### config.mk
export PLATFORM = sky130hd
export DESIGN_NAME = vga_fb_arbiter
export DESIGN_NICKNAME = d
export VERILOG_FILES = /design/src/rtl/vga_fb_arbiter_pkg.sv /design/src/rtl/vga_fb_fifo.sv /design/src/rtl/vga_fb_arbiter.sv
export SDC_FILE = /design/constraint.sdc
export NUM_CORES = 1
export LEC_CHECK = 0
export ABC_AREA = 1
export BUFFER_PORTS_ARGS = -buffer_cell sky130_fd_sc_hd__buf_2
export CORE_MARGIN = 2
export CORE_UTILIZATION = 45
export CTS_BUF_LIST = sky130_fd_sc_hd__clkbuf_16
export DETAILED_ROUTE_END_ITERATION = 10
export GPL_ROUTABILITY_DRIVEN = 0
export PLACE_DENSITY = 0.68
export SLEW_MARGIN = 30
export SYNTH_ARGS = -nofsm -noshare
export SYNTH_HDL_FRONTEND = slang
export SYNTH_HIERARCHICAL = 1
export SYNTH_SLANG_ARGS = --single-unit
### constraint.sdc
create_clock -name clk -period 2 [get_ports clk]
set_input_delay 0.1 -clock clk [delete_from_list [all_inputs] [get_ports clk]]
set_output_delay 0.1 -clock clk [all_outputs]
set_load 0.05 [all_outputs]
### src/rtl/vga_fb_arbiter_pkg.sv
// vga_fb_arbiter_pkg: VGA 640x480 timing constants, framebuffer geometry and
// the scan-out FSM state type shared by the framebuffer arbiter slice.
// Timing values match those used by vga_sync, so flush points line up.
package vga_fb_arbiter_pkg;

  // Horizontal timing in pixel clocks
  localparam int H_VISIBLE = 640;
  localparam int H_FRONT   = 16;
  localparam int H_SYNC    = 96;
  localparam int H_BACK    = 48;
  localparam int H_TOTAL   = H_VISIBLE + H_FRONT + H_SYNC + H_BACK;  // 800

  // Vertical timing in lines
  localparam int V_VISIBLE = 480;
  localparam int V_FRONT   = 10;
  localparam int V_SYNC    = 2;
  localparam int V_BACK    = 33;
  localparam int V_TOTAL   = V_VISIBLE + V_FRONT + V_SYNC + V_BACK;  // 525

  // Framebuffer geometry at 4 pixels per RAM word
  localparam int PIXELS_PER_WORD = 4;
  localparam int WORDS_PER_LINE  = H_VISIBLE / PIXELS_PER_WORD;     // 160
  localparam int FB_WORDS        = WORDS_PER_LINE * V_VISIBLE;      // 76800

  // First line of vertical blanking: the prefetch pipeline restarts here
  localparam int FLUSH_Y = V_VISIBLE;

  typedef enum logic [1:0] {
    ST_WAIT_FRAME = 2'd0,  // after reset: writer owns the RAM, no scan-out
    ST_RUN        = 2'd1,  // prefetching the frame
    ST_DONE       = 2'd2   // whole frame fetched, FIFO draining
  } fb_state_t;

endpackage

### src/rtl/vga_fb_fifo.sv
// vga_fb_fifo: synchronous show-ahead FIFO holding prefetched framebuffer words.
// Latency: push visible at head/count the next cycle; head is the oldest word, no read delay.
// Backpressure: pop on empty is ignored; push on full is dropped unless a pop frees a slot.
// Ports: clk, rst (sync, active-high), clear (sync flush), push/push_data,
//        pop, count (occupancy), head (oldest word), empty, full.
module vga_fb_fifo #(
  parameter int DATA_W = 16,
  parameter int DEPTH  = 16,
  localparam int PTR_W = $clog2(DEPTH),
  localparam int CNT_W = PTR_W + 1
) (
  input  logic              clk,
  input  logic              rst,
  input  logic              clear,
  input  logic              push,
  input  logic [DATA_W-1:0] push_data,
  input  logic              pop,
  output logic [CNT_W-1:0]  count,
  output logic [DATA_W-1:0] head,
  output logic              empty,
  output logic              full
);

  logic [DATA_W-1:0] mem [DEPTH];
  logic [PTR_W-1:0]  wr_ptr;
  logic [PTR_W-1:0]  rd_ptr;
  logic              do_push;
  logic              do_pop;

  assign empty   = (count == '0);
  assign full    = (count == CNT_W'(DEPTH));
  assign do_pop  = pop && !empty;
  assign do_push = push && (!full || do_pop);
  assign head    = mem[rd_ptr];

  always_ff @(posedge clk) begin
    if (rst || clear) begin
      wr_ptr <= '0;
      rd_ptr <= '0;
      count  <= '0;
    end else begin
      if (do_push) wr_ptr <= wr_ptr + 1'b1;
      if (do_pop)  rd_ptr <= rd_ptr + 1'b1;
      case ({do_push, do_pop})
        2'b10:   count <= count + 1'b1;
        2'b01:   count <= count - 1'b1;
        default: count <= count;
      endcase
    end
  end

  // Storage has no reset; only the pointers define what is valid.
  always_ff @(posedge clk) begin
    if (do_push) mem[wr_ptr] <= push_data;
  end

endmodule

### src/rtl/vga_fb_arbiter.sv
// vga_fb_arbiter: shares a single-port framebuffer RAM between display prefetch and a pixel writer.
// Latency: pix_valid/pix_data lag display/pixel_x by 1 cycle; write grant is combinational (wr_ack same cycle).
// Backpressure: writer holds wr_req/addr/data until wr_ack; fetch wins when FIFO level < LOW_MARK.
// Ports: clk, rst; display/pixel_x/pixel_y from vga_sync; wr_req/wr_addr/wr_data/wr_ack
//        writer port; mem_en/mem_we/mem_addr/mem_wdata/mem_rdata RAM port;
//        pix_valid/pix_data colour stream; underrun sticky starvation flag.
module vga_fb_arbiter
  import vga_fb_arbiter_pkg::*;
#(
  parameter int PIX_W        = 4,
  parameter int PIX_PER_WORD = 4,
  parameter int ADDR_W       = 17,
  parameter int FIFO_DEPTH   = 16,
  parameter int LOW_MARK     = 8,
  localparam int DATA_W      = PIX_W * PIX_PER_WORD
) (
  input  logic              clk,
  input  logic              rst,
  input  logic              display,
  input  logic [9:0]        pixel_x,
  input  logic [9:0]        pixel_y,
  input  logic              wr_req,
  input  logic [ADDR_W-1:0] wr_addr,
  input  logic [DATA_W-1:0] wr_data,
  output logic              wr_ack,
  output logic              mem_en,
  output logic              mem_we,
  output logic [ADDR_W-1:0] mem_addr,
  output logic [DATA_W-1:0] mem_wdata,
  input  logic [DATA_W-1:0] mem_rdata,
  output logic              pix_valid,
  output logic [PIX_W-1:0]  pix_data,
  output logic              underrun
);

  localparam int CNT_W = $clog2(FIFO_DEPTH) + 1;
  localparam int LVL_W = CNT_W + 1;
  localparam int SEL_W = $clog2(PIX_PER_WORD);

  fb_state_t         state;
  fb_state_t         state_nxt;
  logic [ADDR_W-1:0] fetch_addr;
  logic              inflight;     // a read was issued last cycle; its data is on mem_rdata now
  logic [CNT_W-1:0]  fifo_count;
  logic [DATA_W-1:0] fifo_head;
  logic              fifo_empty;
  logic              fifo_full;
  logic [LVL_W-1:0]  level;
  logic              flush;
  logic              grant_fetch;
  logic              grant_wr;
  logic              scan_active;
  logic              pop_req;
  logic [SEL_W-1:0]  pix_sel_idx;
  logic [PIX_W-1:0]  pix_sel;

  // First pixel of vertical blanking: restart the prefetch for the next frame.
  assign flush = (pixel_y == 10'(FLUSH_Y)) && (pixel_x == '0);

  // Words already buffered plus the one still coming back from the RAM.
  assign level = {1'b0, fifo_count} + LVL_W'(inflight);

  // Arbitration and next state. Urgent fetches beat the writer; otherwise the
  // writer gets the slot and any spare slot tops the FIFO up.
  always_comb begin
    state_nxt   = state;
    grant_fetch = 1'b0;
    grant_wr    = 1'b0;
    if (rst) begin
      state_nxt = ST_WAIT_FRAME;
    end else if (flush) begin
      // The FIFO is being cleared this cycle, so a fetch would be wasted.
      grant_wr  = wr_req;
      state_nxt = ST_RUN;
    end else if (state == ST_RUN) begin
      if (level < LVL_W'(LOW_MARK)) begin
        grant_fetch = 1'b1;
      end else if (wr_req) begin
        grant_wr = 1'b1;
      end else if (!fifo_full && (level < LVL_W'(FIFO_DEPTH))) begin
        grant_fetch = 1'b1;
      end
      if (grant_fetch && (fetch_addr == ADDR_W'(FB_WORDS - 1))) begin
        state_nxt = ST_DONE;
      end
    end else begin
      grant_wr = wr_req;
    end
  end

  always_ff @(posedge clk) begin
    if (rst) begin
      state      <= ST_WAIT_FRAME;
      fetch_addr <= '0;
      inflight   <= 1'b0;
    end else begin
      state    <= state_nxt;
      // grant_fetch is never set at the flush point, so this also drops a
      // read that was in flight across it.
      inflight <= grant_fetch;
      if (flush) begin
        fetch_addr <= '0;
      end else if (grant_fetch) begin
        fetch_addr <= fetch_addr + 1'b1;
      end
    end
  end

  // RAM port: combinational grant so a write can complete in the request cycle.
  assign mem_en    = grant_fetch || grant_wr;
  assign mem_we    = grant_wr;
  assign mem_addr  = grant_wr ? wr_addr : (grant_fetch ? fetch_addr : '0);
  assign mem_wdata = grant_wr ? wr_data : '0;
  assign wr_ack    = grant_wr;

  // Scan-out only consumes words once a frame has been started.
  assign scan_active = display && (state != ST_WAIT_FRAME);
  assign pix_sel_idx = pixel_x[SEL_W-1:0];
  assign pop_req     = scan_active && (pix_sel_idx == {SEL_W{1'b1}});
  assign pix_sel     = fifo_head[pix_sel_idx*PIX_W +: PIX_W];

  vga_fb_fifo #(
    .DATA_W (DATA_W),
    .DEPTH  (FIFO_DEPTH)
  ) u_fifo (
    .clk       (clk),
    .rst       (rst),
    .clear     (flush),
    .push      (inflight && !flush),
    .push_data (mem_rdata),
    .pop       (pop_req),
    .count     (fifo_count),
    .head      (fifo_head),
    .empty     (fifo_empty),
    .full      (fifo_full)
  );

  always_ff @(posedge clk) begin
    if (rst) begin
      pix_valid <= 1'b0;
      pix_data  <= '0;
      underrun  <= 1'b0;
    end else begin
      pix_valid <= display;
      pix_data  <= (scan_active && !fifo_empty) ? pix_sel : '0;
      // Sticky: any starved visible pixel marks the frame as corrupted.
      if (scan_active && fifo_empty) underrun <= 1'b1;
    end
  end

endmodule
==> impl_metrics.py, run 1 <==
metrics = {
    "timing": {
        "min_period_ps": 2208,
        "clock_skew_ps": 13.69,
        "post-route-period-util": 1.104,
        "setup_ws_ps": -208.0,
        "final_hold_viol_count": 0,
        "drv_slew": 0,
        "slew_headroom": 0.09298,
        "worstMarginPinSlew_ps": 1356,
        "finalSetupViolCount": 36,
        "whs_ps": 11.27,
        "rsz0062_at_grt": "true",
        "max_freq_ghz": 0.4529,
    },
    "worst_setup_path": {
        "slowest_delay_ps": 360,
        "cp.arrival_ps": 2110,
        "crit_slowest_cell": "dfxtp_2",
        "crit_required_ps": 1900,
        "start_kind": "flip-flop",
        "crit_path_frequent_cell": "nand2_2",
        "end_kind": "output pin",
        "crit_chain": "buf_6 > nand2_1 > inv_2 > nand2_2 > nand3_2 > inv_1 > nand2_4 > nand2_8 > inv_8 > nand2_2 > o21ai_4 > buf_8",
        "crit_type": "reg -> out",
        "critPathMaxFanout": 7,
    },
    "drt": {
        "ant_nets": 0,
        "wl_um": 34400,
        "drt-met1-wl_um": 14000,
        "drc": 0,
        "dr.max_layer_used": "met4",
        "routed_via_density": 5.290,
        "wl_met2_um": 17160,
        "dr_wl_met3_um": 2344,
        "vias": 9992,
        "drtIter0Drc": 815,
        "wire_per_inst_um": 18.21,
        "firstDrtPassIters": 5,
    },
    "layout": {
        "instances_no_fill": 1889,
        "layout_commonest_cell": "edfxtp_1",
        "antenna_cells": 0,
        "final_cell_mix": "256 x edfxtp_1, 213 x inv_1, 158 x nand2_1, 127 x nand3_1",
        "syn_to_final_growth_pct": 27.16,
        "drive_gt1_frac": 0.2322,
        "post-route-util": 0.5765,
        "num-nets-final": 1560,
    },
    "floorplan": {
        "die_y_um": 176.1,
        "dieArea_mm2": 0.03101,
        "initial_utilization": 0.4533,
        "die_w_um": 176.1,
        "ios": 115,
        "fp.coreArea_mm2": 0.02940,
        "rows": 63,
    },
    "clocking": {
        "numCtsBuffers": 31,
        "clockBufferDepth": 3,
        "clkLatencyLatePin_ps": 560,
        "h-tree-depth": 1,
        "cts_num_sinks": 299,
        "root_buffer": "clkbuf_16",
        "cts_tree": "done",
        "clk_pin_slew_ps": 60,
    },
    "logic_synthesis": {
        "ys_types": 37,
        "syn_area_mm2": 0.01333,
        "ys_seq_elements": 299,
        "syn_area_per_cell_um2": 10.36,
        "syn_inst": 1286,
        "ys_seq_area_frac": 0.6413,
        "postSynthNetCount": 1369,
        "synthesis.yosys.warnings": 6,
    },
    "grt": {
        "grt_pass1_wl_um": 50830,
        "grt_max_degree": 76,
        "grt_antenna_before_repair": 0,
        "grt_pass1_vias": 9308,
        "track_usage": 0.2100,
        "overflow": 0,
    },
    "pwr": {
        "leakage_nw": 6.492,
        "peakVddDrop_mv": 0.6587,
        "pwr_density_cell_mw_per_mm2": 733.9,
    },
    "min_path": {
        "hold_path_class": "in -> reg",
    },
    "status": {
        "status": "finished with violations",
        "violations": "negative setup slack",
    },
    "run": {
        "maxCapViolCount": 0,
    },
    "placement": {
        "dp_slack_ps": -96.50,
        "io_buffers": 114,
        "dpl.hpwl_um": 20470,
        "placed_cells": 1788,
    },
}
worst paths after layout:
path	cells after the start	start	slack, ps	to
min	1	mem_rdata[15]	10	u_fifo/mem[0][15]
min reg2reg	2	underrun	450	underrun
max	12	u_fifo/count[1]	-210	mem_addr[12]
max reg2reg	13	state[0]	20	u_fifo/count[4]
flip-flops by register name, summed over array words and instances, names as in the netlist, named ones only:
signal,flops
u_fifo/mem,256
underrun,1
state,2
fetch_addr,17
u_fifo/wr_ptr,4
u_fifo/rd_ptr,4
pix_valid,1
inflight,1
pix_data,4
u_fifo/count,5
kinds of logic after synthesis:
family / count (synthesis) / synth area share
AOI/OAI and AO/OA: 252 / 0.1085
xor gates and xnor gates: 4 / 0.002629
adders and majority gates: 10 / 0.009950
buffers and inverters: 271 / 0.08739
DFF: 299 / 0.6413
and+or+nand+nor: 450 / 0.1502
report_power, final:
| group | switching [W] | leakage (nW) | internal [W] |
|---|---|---|---|
| sequential | 0.000000215 | 2.65 | 0.00675 |
| combinational | 0.000366 | 3.35 | 0.000192 |
| clock | 0.00228 | 0.491 | 0.00285 |
| total | 0.00264 | 6.49 | 0.00980 |
cell usage after synthesis, drive strengths merged:
library cell	count	share of area
a21oi	88	0.033
clkbuf	23	0.0065
nor2	111	0.033
nor3	7	0.0026
and2	1	0.00047
nand3	132	0.051
a31oi	2	0.00094
nand4	7	0.0033
nand3b	4	0.0023
xor2	3	0.0020
o211ai	64	0.036
buf	38	0.021
ha	9	0.0084
fa	1	0.0015
inv	210	0.060
edfxtp	256	0.58
dfxtp	43	0.065
nand2	187	0.057
xnor2	1	0.00066
o21ai	98	0.038
nor3b	1	0.00094
per-stage QoR:
stage               power (W)  TNS [ps]  instance area, um^2
floorplan            0.007092     -1293                13380
global placement     0.007292    -47.68                14800
detailed placement   0.007297    -139.8                14800
CTS                   0.01246     -4823                16400
global route          0.01277     -8642                16950
finish                0.01244     -5074                16950
cell type report:
class	instances	area (um^2)
clock buffer	32	800.8
clock inverter	23	95.09
fill	2326	12450
inverter	210	810.8
multi-input combinational	719	4105
sequential	299	8568
tap	390	488.0
timing repair buffer	213	2042
timing repair inverter	3	38.79
worst max-delay path: cells and delay by family (launching register included):
kind | cells | cell delay, ps
compound gates | 1 | 80
simple gates | 6 | 540
buf+inv | 5 | 560
flops | 1 | 360
repair_timing:
item | 4_1_cts | 5_1_grt
endpoints found under the hold margin | 243 | 0
hold buffers | 18 | 0
pin swaps | 6 | 11
endpoints found under the setup margin | 38 | 247
cloned | 6 | 5
setup buffers | 7 | 11
gates resized for setup | 124 | 87
per-layer routing:
metal	up-vias	GRT usage
li1	4767	-
met1	4801	0.2860
met2	362	0.3525
met3	62	0.02627
met4	0	0.06612
met5	-	0
Note: power is estimated with default switching activity, not from simulation.
==> run 2, diff against run 1 <==
CORE_MARGIN = 1.5   (was 2)
CORE_UTILIZATION = 28   (was 45)
PLACE_DENSITY = 0.48   (was 0.68)
==> impl_metrics.py, run 2 (synthesized netlist as in run 1, its figures left out) <==
metrics = {
    "drt": {
        "ant_nets": 0,
        "drtIter0Drc": 612,
        "wire_per_inst_um": 17.02,
        "wl_um": 35940,
        "drc": 0,
        "vias": 9690,
        "firstDrtPassIters": 5,
        "routed_via_density": 4.588,
    },
    "pwr": {
        "pwr_density_cell_mw_per_mm2": 773.8,
        "combPwrFrac": 0.041,
        "power.internal_w": 0.01042,
        "leakage_nw": 6.511,
        "peakVddDrop_mv": 0.4729,
        "swShare": 0.2212,
        "pwr-share-clk": 0.454,
        "p_sw_w": 0.002958,
        "seq_power_share": 0.505,
    },
    "clocking": {
        "numCtsBuffers": 35,
        "clkLatencyLatePin_ps": 540,
        "cts_num_sinks": 299,
        "clockBufferDepth": 3,
        "h-tree-depth": 2,
        "cts_tree": "done",
        "root_buffer": "clkbuf_16",
        "clk_pin_slew_ps": 60,
    },
    "timing": {
        "max_freq_ghz": 0.4715,
        "finalSetupViolCount": 34,
        "rsz0062_at_grt": "true",
        "final_hold_viol_count": 0,
        "min_period_ps": 2121,
        "post-route-period-util": 1.061,
        "worstMarginPinSlew_ps": 1123,
        "setup_ws_ps": -121.1,
        "clock_skew_ps": 19.98,
        "drv_slew": 0,
        "slew_headroom": 0.2487,
    },
    "floorplan": {
        "die_y_um": 221.2,
        "die_w_um": 221.2,
        "rows": 79,
        "initial_utilization": 0.2851,
        "ios": 115,
        "dieArea_mm2": 0.04892,
        "fp.coreArea_mm2": 0.04675,
    },
    "worst_setup_path": {
        "start_kind": "flip-flop",
        "reg2regPathDepth": 14,
        "crit_type": "reg -> out",
        "cp.arrival_ps": 2020,
        "critPathMaxFanout": 7,
        "end_kind": "output pin",
        "crit_required_ps": 1900,
    },
    "grt": {
        "track_usage": 0.1424,
        "grt_pass1_wl_um": 54570,
        "grt_antenna_before_repair": 0,
        "overflow": 0,
        "grt_pass1_vias": 9256,
        "grt_max_degree": 72,
    },
    "min_path": {
        "hold_path_class": "in -> reg",
        "worstHoldPathCells": 1,
    },
    "placement": {
        "placed_cells": 2016,
        "dp_slack_ps": -101.1,
        "io_buffers": 114,
        "dpl.hpwl_um": 22750,
    },
    "layout": {
        "regMostFlops": "u_fifo/mem",
        "largest_reg_flops": 256,
        "top_regs": "u_fifo/mem (256), fetch_addr (17), u_fifo/count (5)",
        "layout_commonest_cell": "edfxtp_1",
        "instances_no_fill": 2112,
        "antenna_cells": 0,
        "num-nets-final": 1561,
        "drive_gt1_frac": 0.2485,
        "fillers": 4600,
        "final_cell_mix": "256 x edfxtp_1, 210 x inv_1, 158 x nand2_1, 125 x nand3_1, 83 x o21ai_0",
        "syn_to_final_growth_pct": 29.69,
    },
    "status": {
        "violations": "negative setup slack",
        "status": "finished with violations",
    },
    "run": {
        "maxCapViolCount": 0,
    },
}
[run 2: routing by layer]
| metal | vias to the layer above | wire length, um | global-route usage |
|---|---|---|---|
| met5 | - | 0 | 0 |
| met1 | 4689 | 17120 | 0.2032 |
| met4 | 0 | 843 | 0.04472 |
| met2 | 172 | 16610 | 0.2228 |
| met3 | 45 | 1369 | 0.02032 |
| li1 | 4784 | - | - |
[run 2: repair_timing]
action	in CTS	in global routing
gates resized for setup	138	77
setup endpoints to repair	108	302
pin swaps	9	17
hold endpoints to repair	27	0
setup buffers	8	9
gates cloned	5	4
hold buffers	7	0
[run 2: worst paths after layout]
path,start,to,slack [ps]
worst max register to register,state[0],u_fifo/count[4],-10
worst min-delay path,mem_rdata[2],u_fifo/mem[6][2],7
worst max-delay path,u_fifo/count[2],mem_addr[5],-120
worst min register to register,underrun,underrun,470
[run 2: power by group through the flow]
stage,registers (W),clock network (W),logic (W)
3_5_place_dp,0.00689,0,0.000440
3_3_place_gp,0.00689,0,0.000437
4_1_cts,0.00675,0.00623,0.000530
6_report,0.00676,0.00607,0.000553
5_1_grt,0.00675,0.00645,0.000590
2_1_floorplan,0.00690,0,0.000196
[run 2: area by class of cell]
class	instances	area [um^2]	share of cell area
Tap cell	607	759.5	0.04393
Clock inverter	29	210.2	0.01216
Sequential cell	299	8564	0.4954
Multi-Input combinational cell	719	4073	0.2356
Timing Repair inverter	3	38.79	0.002244
Timing Repair Buffer	210	1962	0.1135
Clock buffer	35	875.8	0.05067
Inverter	210	803.3	0.04647
[run 2: per-stage QoR]
step	hold WS, ps	total power, W	TNS, ps	util	instance area [um^2]
3_5_place_dp	340.3	0.007327	-498.3	0.3227	15090
4_1_cts	2.973	0.01351	-2711	0.3596	16810
2_1_floorplan	169.1	0.007092	-1293	-	13380
6_report	7.044	0.01338	-1970	0.3697	17290
5_1_grt	7.625	0.01379	-5564	0.3697	17290
3_3_place_gp	338.0	0.007325	-76.45	0.3227	15090
[run 2: critical path, cell delays in order, from the launching register on]
cell and delay, ps:
dfxtp_2 340, buf_6 110, nand2_2 50, inv_2 50
nand2_2 60, nand3_2 80, inv_2 50, nand2_4 90
nand2_8 150, inv_8 150, nand2_1 80, o21ai_2 80
buf_6 180
==> run 3, diff against run 2 <==
ABC_AREA = unset   (was 1)
CORE_ASPECT_RATIO = 1.2   (was unset)
CORE_UTILIZATION = 45   (was 28)
PLACE_DENSITY = 0.69   (was 0.48)
==> impl_metrics.py, run 3 <==
metrics = {
    "grt": {
        "grt_pass1_vias": 7961,
        "track_usage": 0.2139,
        "overflow": 0,
        "grt_pass1_wl_um": 46150,
        "grt_max_degree": 28,
        "grt_antenna_before_repair": 0,
    },
    "drt": {
        "routed_via_density": 5.962,
        "wl_um": 32890,
        "ant_nets": 0,
        "firstDrtPassIters": 5,
        "drtIter0Drc": 598,
        "wire_per_inst_um": 24.24,
        "drc": 0,
        "vias": 8091,
    },
    "floorplan": {
        "initial_utilization": 0.4606,
        "die_w_um": 155.5,
        "fp.coreArea_mm2": 0.02725,
        "rows": 66,
        "ios": 115,
        "die_y_um": 186.0,
        "dieArea_mm2": 0.02891,
    },
    "pwr": {
        "seq_power_share": 0.515,
        "finalPower_w": 0.01311,
        "combPwrFrac": 0.041,
        "pwr_density_cell_mw_per_mm2": 770.9,
        "swShare": 0.1994,
        "pwr-share-clk": 0.444,
        "leakage_nw": 5.890,
        "p_sw_w": 0.002615,
        "power.internal_w": 0.01050,
        "peakVddDrop_mv": 0.9857,
    },
    "timing": {
        "whs_ps": 63.69,
        "post-route-period-util": 1.261,
        "clock_skew_ps": 15.02,
        "finalSetupViolCount": 316,
        "final_hold_viol_count": 0,
        "drv_slew": 0,
        "slew_headroom": 0.5034,
        "worstMarginPinSlew_ps": 743.1,
        "rsz0062_at_grt": "true",
        "setup_ws_ps": -522.0,
        "min_period_ps": 2522,
        "max_freq_ghz": 0.3965,
    },
    "worst_setup_path": {
        "crit_type": "reg -> out",
        "crit_slowest_cell": "or3b_4",
        "crit_path_frequent_cell": "buf_6",
        "cp_top_family": "compound AO/OA/AOI/OAI gates",
        "crit_buf_inv": 3,
        "end_kind": "output pin",
        "start_kind": "flip-flop",
        "crit_chain": "buf_6 > or3b_4 > o31ai_4 > o21ai_4 > clkbuf_16 > a32o_2 > buf_6",
        "slowest_delay_ps": 390,
        "critPathMaxFanout": 7,
        "crit_required_ps": 1900,
        "cp.arrival_ps": 2420,
    },
    "logic_synthesis": {
        "synth_area_leaders": "edfxtp_1 61%, mux4_2 12%, dfxtp_1 6.9%",
        "ys_async_sr_fraction": 0,
        "ys_types": 60,
        "ys_seq_elements": 299,
        "synth_top_cell_by_area": "edfxtp_1",
        "synthesis.yosys.warnings": 6,
        "syn_inst": 745,
        "synth_top_cell_area_share": 0.6124,
        "postSynthNetCount": 828,
        "syn_area_per_cell_um2": 16.85,
        "syn_area_mm2": 0.01255,
        "ys_top_cells_by_count": "256 x edfxtp_1, 68 x mux4_2, 43 x dfxtp_1",
        "ys_seq_area_frac": 0.6810,
        "synth_edf_count": 256,
        "post-synth-top-count-cell": "edfxtp_1",
        "synthFlopType": "edfxtp_1",
    },
    "status": {
        "violations": "negative setup slack",
        "status": "finished with violations",
    },
    "layout": {
        "multi_input_area_mm2": 0.004308,
        "num-nets-final": 1078,
        "layout_commonest_cell": "edfxtp_1",
        "syn_to_final_growth_pct": 35.54,
        "drive_gt1_frac": 0.4789,
        "antenna_cells": 0,
        "largest_reg_flops": 256,
        "fillers": 1884,
        "seqCellArea_mm2": 0.008561,
        "instances_no_fill": 1357,
        "regMostFlops": "u_fifo/mem",
        "top_regs": "u_fifo/mem (256), fetch_addr (17), u_fifo/count (5)",
        "final_cell_mix": "256 x edfxtp_1, 78 x buf_2, 68 x mux4_2, 67 x buf_4, 37 x dfxtp_1",
    },
    "min_path": {
        "hold_path_class": "in -> reg",
    },
    "clocking": {
        "root_buffer": "clkbuf_16",
        "cts_tree": "done",
        "h-tree-depth": 1,
        "clockBufferDepth": 3,
        "numCtsBuffers": 30,
        "clk_pin_slew_ps": 60,
        "cts_num_sinks": 299,
        "clkLatencyLatePin_ps": 570,
    },
    "placement": {
        "dpl.hpwl_um": 18250,
        "placed_cells": 1233,
        "io_buffers": 114,
        "dp_slack_ps": -365.0,
    },
    "run": {
        "maxCapViolCount": 0,
    },
}
run 3: worst min-delay path, cell delays in order:
cell and delay, ps:
buf_2 110, a21oi_1 40, buf_4 200, o21a_1 120
run 3: through the flow:
stage               setup TNS [ps]  cell area, um^2  utilization
global placement            -23760            14400       0.5284
detailed placement          -24570            14400       0.5284
CTS                         -38270            16360       0.6004
global route                -78670            17010       0.6243
finish                      -63260            17010       0.6243
floorplan                    -9516            12910            -
run 3: what timing repair did:
action | CTS | global route
cloned | 9 | 10
setup endpoints to repair | 317 | 320
buffers inserted | 13 | 22
endpoints found under the hold margin | 259 | 0
pin swaps | 26 | 42
hold buffers | 18 | 0
resized for setup | 113 | 89
run 3: cells by family (layout without fill, tap and decap cells):
| group | after synthesis | in the layout | share of synthesized area |
|---|---|---|---|
| buf+inv | 61 | 327 | 0.02313 |
| fa+ha+maj | 10 | 10 | 0.01057 |
| compound gates | 119 | 119 | 0.07307 |
| mux | 75 | 75 | 0.1277 |
| xor+xnor | 4 | 4 | 0.002792 |
| simple gates | 177 | 183 | 0.08174 |
| flops | 299 | 299 | 0.6810 |
run 3: cell type report:
cell class                 instances  area share
sequential                       299      0.5032
tap                              340     0.02501
clock inverter                    24     0.01736
multi-input combinational        391      0.2532
clock buffer                      30     0.04413
timing repair buffer             257      0.1534
inverter                          16    0.003677
run 3: final timing paths:
path | start | to | slack, ps | cells after the start
hold / removal | rst | state[1] | 60 | 4
setup / recovery | state[0] | mem_addr[8] | -520 | 7
hold reg to reg | u_fifo/rd_ptr[3] | u_fifo/rd_ptr[3] | 500 | 2
setup reg to reg | flip-flop | pix_data[0] | -350 | 8
run 3: power groups by stage:
stage	registers, W	clock network (W)	logic [W]
after global placement	0.00689	0	0.000395
after CTS	0.00675	0.00590	0.000487
after detailed placement	0.00689	0	0.000400
after floorplan	0.00690	0	0.000199
after global routing	0.00675	0.00618	0.000571
final	0.00675	0.00582	0.000543
run 3: per-layer routing:
layer | global-route usage | share of wire | up-vias
met4 | 0.06667 | 0.023 | 0
met1 | 0.2730 | 0.38 | 4131
met2 | 0.3777 | 0.53 | 337
li1 | - | - | 3560
met5 | 0 | 0 | -
met3 | 0.03190 | 0.066 | 63
